<file path="config.mk">
export PLATFORM = sky130hd
export DESIGN_NAME = spi_txn_arbiter_flat
export DESIGN_NICKNAME = d
export VERILOG_FILES = /design/src/rtl/spi_txn_arbiter_if.sv /design/src/rtl/spi_txn_arbiter.sv /design/src/flat_wrapper.sv
export SDC_FILE = /design/constraint.sdc
export NUM_CORES = 1
export LEC_CHECK = 0
export ABC_AREA = 1
export CELL_PAD_IN_SITES_DETAIL_PLACEMENT = 1
export CELL_PAD_IN_SITES_GLOBAL_PLACEMENT = 2
export CORE_UTILIZATION = 26
export CTS_BUF_LIST = sky130_fd_sc_hd__clkbuf_4
export DETAILED_ROUTE_END_ITERATION = 10
export PLACE_DENSITY = 0.92
export SETUP_SLACK_MARGIN = 0.15
export SYNTH_ARGS = -nofsm -noshare
export SYNTH_HDL_FRONTEND = slang
export SYNTH_SLANG_ARGS = --single-unit
</file>
<file path="constraint.sdc">
create_clock -name clk -period 3.4 [get_ports clk]
set_input_delay 0.34 -clock clk [delete_from_list [all_inputs] [get_ports clk]]
set_output_delay 0.34 -clock clk [all_outputs]
set_load 0.05 [all_outputs]
</file>
<file path="src/rtl/spi_txn_arbiter_if.sv">
// spi_txn_arbiter_if: requester and SPI-engine signals shared by the arbiter and its environment
interface spi_txn_arbiter_if #(parameter int N_REQ = 4);
  logic [N_REQ-1:0] req;
  logic [8*N_REQ-1:0] req_data;
  logic [N_REQ-1:0] gnt;
  logic [N_REQ-1:0] rsp_valid;
  logic [7:0] rsp_data;
  logic rsp_err;
  logic master_start;
  logic [7:0] master_data_in;
  logic master_busy;
  logic [7:0] master_data_out;
  logic arb_busy;
  modport master (
    input req, req_data, master_busy, master_data_out,
    output gnt, rsp_valid, rsp_data, rsp_err, master_start, master_data_in, arb_busy
  );
  modport slave (
    output req, req_data, master_busy, master_data_out,
    input gnt, rsp_valid, rsp_data, rsp_err, master_start, master_data_in, arb_busy
  );
endinterface

</file>
<file path="src/rtl/spi_txn_arbiter.sv">
// spi_txn_arbiter: round-robin sharing of one SPI byte engine among N_REQ requesters with watchdogs
module spi_txn_arbiter #(
  parameter int N_REQ = 4,
  parameter int ACK_TIMEOUT = 16,
  parameter int XFER_TIMEOUT = 1024
) (
  input logic clk,
  input logic rst,
  spi_txn_arbiter_if.master bus
);
  localparam int IW = N_REQ > 1 ? $clog2(N_REQ) : 1;
  localparam int AW = ACK_TIMEOUT > 1 ? $clog2(ACK_TIMEOUT) : 1;
  localparam int XW = XFER_TIMEOUT > 1 ? $clog2(XFER_TIMEOUT) : 1;
  localparam int CW = AW > XW ? AW : XW;
  typedef enum logic [2:0] {IDLE, START, WAIT_ACK, WAIT_DONE, RESP} state_t;
  state_t state_q, state_d;
  logic [IW-1:0] w_q, w_d, ptr_q, ptr_d, win, idx;
  logic found;
  logic [CW-1:0] cnt_q, cnt_d;
  logic [7:0] byte_q, byte_d, data_q, data_d;
  logic err_q, err_d;
  logic [N_REQ-1:0] w_oh;
  always_comb begin
    win = '0;
    idx = '0;
    found = 1'b0;
    for (int k = 0; k < N_REQ; k++) begin
      idx = IW'((int'(ptr_q) + k) % N_REQ);
      if (!found && bus.req[idx]) begin
        win = idx;
        found = 1'b1;
      end
    end
  end
  always_comb begin
    state_d = state_q;
    w_d = w_q;
    ptr_d = ptr_q;
    cnt_d = cnt_q;
    byte_d = byte_q;
    data_d = data_q;
    err_d = err_q;
    unique case (state_q)
      IDLE: if (found) begin
        state_d = START;
        w_d = win;
        byte_d = bus.req_data[8*win +: 8];
      end
      START: begin
        state_d = WAIT_ACK;
        cnt_d = '0;
      end
      WAIT_ACK: if (bus.master_busy) begin
        state_d = WAIT_DONE;
        cnt_d = '0;
      end else if (cnt_q == CW'(ACK_TIMEOUT - 1)) begin
        state_d = RESP;
        err_d = 1'b1;
        data_d = '0;
      end else cnt_d = cnt_q + 1'b1;
      WAIT_DONE: if (!bus.master_busy) begin
        state_d = RESP;
        err_d = 1'b0;
        data_d = bus.master_data_out;
      end else if (cnt_q == CW'(XFER_TIMEOUT - 1)) begin
        state_d = RESP;
        err_d = 1'b1;
        data_d = '0;
      end else cnt_d = cnt_q + 1'b1;
      RESP: begin
        state_d = IDLE;
        ptr_d = (w_q == IW'(N_REQ - 1)) ? '0 : w_q + 1'b1;
      end
      default: state_d = IDLE;
    endcase
  end
  always_ff @(posedge clk) begin
    if (rst) begin
      state_q <= IDLE;
      w_q <= '0;
      ptr_q <= '0;
      cnt_q <= '0;
      byte_q <= '0;
      data_q <= '0;
      err_q <= 1'b0;
    end else begin
      state_q <= state_d;
      w_q <= w_d;
      ptr_q <= ptr_d;
      cnt_q <= cnt_d;
      byte_q <= byte_d;
      data_q <= data_d;
      err_q <= err_d;
    end
  end
  assign w_oh = N_REQ'(1) << w_q;
  assign bus.gnt = (state_q == IDLE) ? '0 : w_oh;
  assign bus.rsp_valid = (state_q == RESP) ? w_oh : '0;
  assign bus.rsp_data = (state_q == RESP) ? data_q : '0;
  assign bus.rsp_err = (state_q == RESP) ? err_q : 1'b0;
  assign bus.master_start = (state_q == START);
  assign bus.master_data_in = byte_q;
  assign bus.arb_busy = (state_q != IDLE);
endmodule

</file>
<file path="src/flat_wrapper.sv">
// flat-port wrapper written by rule: the top's interface ports become plain ports
module spi_txn_arbiter_flat 
#(
  parameter int N_REQ = 4,
  parameter int ACK_TIMEOUT = 16,
  parameter int XFER_TIMEOUT = 1024
)
  (clk, rst, bus_req, bus_req_data, bus_master_busy, bus_master_data_out, bus_gnt, bus_rsp_valid, bus_rsp_data, bus_rsp_err, bus_master_start, bus_master_data_in, bus_arb_busy);
  spi_txn_arbiter_if #(.N_REQ(N_REQ)) bus_i ();
  input logic clk;
  input logic rst;
  input wire logic [$bits(bus_i.req)-1:0] bus_req;
  input wire logic [$bits(bus_i.req_data)-1:0] bus_req_data;
  input wire logic [$bits(bus_i.master_busy)-1:0] bus_master_busy;
  input wire logic [$bits(bus_i.master_data_out)-1:0] bus_master_data_out;
  output wire logic [$bits(bus_i.gnt)-1:0] bus_gnt;
  output wire logic [$bits(bus_i.rsp_valid)-1:0] bus_rsp_valid;
  output wire logic [$bits(bus_i.rsp_data)-1:0] bus_rsp_data;
  output wire logic [$bits(bus_i.rsp_err)-1:0] bus_rsp_err;
  output wire logic [$bits(bus_i.master_start)-1:0] bus_master_start;
  output wire logic [$bits(bus_i.master_data_in)-1:0] bus_master_data_in;
  output wire logic [$bits(bus_i.arb_busy)-1:0] bus_arb_busy;
  assign bus_i.req = bus_req;
  assign bus_i.req_data = bus_req_data;
  assign bus_i.master_busy = bus_master_busy;
  assign bus_i.master_data_out = bus_master_data_out;
  assign bus_gnt = bus_i.gnt;
  assign bus_rsp_valid = bus_i.rsp_valid;
  assign bus_rsp_data = bus_i.rsp_data;
  assign bus_rsp_err = bus_i.rsp_err;
  assign bus_master_start = bus_i.master_start;
  assign bus_master_data_in = bus_i.master_data_in;
  assign bus_arb_busy = bus_i.arb_busy;
  spi_txn_arbiter #(.N_REQ(N_REQ), .ACK_TIMEOUT(ACK_TIMEOUT), .XFER_TIMEOUT(XFER_TIMEOUT)) u_core (.clk(clk), .rst(rst), .bus(bus_i));
endmodule
</file>
==> results.cfg <==
[status]
outcome = completed

[synth]
synth_top_area_frac = 0.279
synth_compound_area_frac = 0.0929
synth_top_flop_cell = dfxtp_1
synthesis.nets = 457
synth-edff-count = 0
synth_area_leader_cell = dfxtp_1
ys_ff_latch = 34
synthCells = 405
seq_area_frac_synth = 0.279
ys_types = 30
synth_top_family_by_area = simple AND/OR/NAND/NOR gates
synth-async-reset-ratio = 0
synth_area_leaders = dfxtp_1 (28%), nand2_1 (15%), inv_1 (9.9%), nor2_1 (8.8%), nand3_1 (7.8%)
muxShareOfSynthArea = 0
synth-xor-area-share = 0.0180
synth_area_sq_um = 2440
ys_warn_count = 0
syn_avg_cell_area_sq_um = 6.02
yosys.area_share.adder = 0.0257
yosys.area_share.simple = 0.434

[critical_path]
cpMostUsedCell = nor2_1
required_ns = 3.06
slowest_delay_ns = 0.84
startpoint = u_core.state_q[1]
crit_fanout = 17
path_buf_inv = 3
cp-start-kind = register
crit_type = reg2out
path_delay_family = buffers and inverters
crit_chain = nor2_1, inv_1, nor2_1, clkinv_1, nor2_1, clkdlybuf4s50_1
r2r-start = u_core.cnt_q[0]
slowest_stage = clkdlybuf4s50_1
end_kind = output port
timing.critical_path.arrival_ns = 2.50

[power]
p_sw_frac = 0.471
power.switching_mw = 0.692
internal-power_mw = 0.778
p_leak_nw = 1.40
power_density_nw_per_um2 = 450
p_seq_frac = 0.341
pwr-share-clk = 0.140
combPwrFrac = 0.519
irDropWorstVdd_uv = 223

[sta]
period_share = 0.836
finalMaxSlewViolations = 0
rsz0062_at_grt = no
setup_tns_ns = 0
relSlewSlack = 0.617
max_freq_mhz = 352
skew_ns = 0.00792
hold_viol_final = 0
worst_slew_pin_slew_ns = 0.573
fin_crit_ns = 2.84
setup_viol = 0

[hold_path]
hold_start = u_core.data_q[2]
hold_class = reg2reg

[global_routing]
grt_usage = 0.161
grt_pass1_wl_microns = 13000
grt_max_degree = 28
grt_pass1_vias = 2820
antenna_found_initial = 0
overflow = 0

[clock_tree]
numCtsBuffers = 5
htreeDepth = 2
cts_resized = 0
root_buffer = clkbuf_4
cts_tree = yes
clk_pin_slew_worst_paths_ns = 0.10
cts_hold_buffers = 0
clkLatencyLatePin_ns = 0.33
cts_sinks = 34
ctsLongestPathBuffers = 2
postCtsSetupRepairBufs = 0

[floorplanning]
ioPinCount = 74
die_h_microns = 98.8
die_x_microns = 98.8
dieArea_sq_um = 9770
design.core.area_sq_um = 8890
start_util = 0.274
fp-row-count = 34

[layout]
multi_input_area_sq_um = 1390
fin_area_sq_um = 3260
drive_above_1_share = 0.0722
nets = 524
area_delta_synth_final_pct = 33.9
fin_util = 0.367
seq_area_sq_um = 681
n_antenna_cell = 0
nFillCells = 1158

[routing]
routed.top_layer = met4
wl_per_cell_microns = 13.1
vias = 2718
met2WireLength_microns = 3690
first_iter_violations = 56
drt_wl_total_microns = 7600
postRouteAntennaNets = 0
vias_per_cell = 4.69
wl_met1_microns = 3590
firstDrtPassIters = 4
met3_length_microns = 275
drc = 0

[place]
placed_cell_area_sq_um = 3220
portBuffers = 73
hpwl_microns = 6000
gp_congestion = 0.803

[run]
maxCapViolCount = 0
-- tightest hold or removal path: stages, from the launching register on --
cell,delay (ns)
dfxtp_1,0.32
nand3_1,0.07
a21oi_1,0.06
-- flip-flops by register name (all words and copies together) (netlist names) --
signal	count
u_core.cnt_q	10
u_core.bus.master_data_in	8
u_core.data_q	8
u_core.ptr_q	2
u_core.state_q	3
u_core.w_q	2
u_core.err_q	1
-- metal layers --
layer,global-route usage,up-vias
met1,0.209,1263
met4,0.0333,0
li1,-,1400
met2,0.283,49
met5,0,-
met3,0.0234,6
-- kinds of logic (layout without fill, tap and decap cells) --
logic type / count (synthesis) / count (layout)
simple gates: 235 / 235
xor+xnor: 5 / 5
buf+inv: 87 / 153
fa+ha+maj: 5 / 5
compound gates: 39 / 39
flops: 34 / 34
-- worst paths after layout --
check	endpoint	slack [ns]	depth (start not counted)
worst max-delay path	bus_rsp_valid[3]	0.56	6
worst min-delay path	u_core.data_q[2]	0.49	2
worst max register to register	u_core.cnt_q[7]	1.07	10
worst min register to register	u_core.data_q[2]	0.49	2
-- power groups by stage --
stage	Clock (mW)	Sequential [mW]	Combinational, mW
4_1_cts	0.218	0.503	0.774
3_5_place_dp	0	0.512	0.770
6_report	0.206	0.501	0.762
3_3_place_gp	0	0.508	0.753
2_1_floorplan	0	0.598	0.441
5_1_grt	0.227	0.509	0.842
-- cell type report --
class                      count  share of cell area
sequential                    34               0.209
clock buffer                   5              0.0115
timing repair buffer          74               0.226
clock inverter                 1             0.00115
multi-input combinational    284               0.426
inverter                      73              0.0855
tap                          108              0.0414
-- metrics by stage --
step	hold slack [ns]	worst slack, ns	instances	power (mW)
4_1_cts	0.497	0.495	579	1.49
6_report	0.487	0.559	579	1.47
3_3_place_gp	0.477	0.991	573	1.26
3_5_place_dp	0.481	0.884	573	1.28
2_1_floorplan	0.457	1.42	405	1.04
5_1_grt	0.513	0.280	579	1.58
-- cell usage in the layout (no fill, tap or decap), types with 2 or more instances in the layout --
cell type,count
a21oi_1,21
nor2_2,2
o21ai_0,12
nand3_4,2
a211oi_2,2
nor2_1,57
clkinv_1,2
inv_1,64
ha_1,5
clkdlybuf4s50_1,73
nor3_1,10
nand2_2,10
nand3_1,38
dfxtp_1,34
xor2_1,5
clkbuf_4,5
nand2_1,99
inv_2,7
nand4_1,13
-- Yosys cell counts, types with 2 or more instances --
cell type and instances:
nand2_1 99, inv_1 64, nor2_1 57, nand3_1 38
dfxtp_1 34, a21oi_1 21, nand4_1 13, o21ai_0 12
nand2_2 10, nor3_1 10, clkbuf_1 7, inv_2 7
ha_1 5, xor2_1 5, buf_6 4, a211oi_2 2
buf_2 2, nand3_4 2, nor2_2 2
Power figures use the tool's default switching activity.
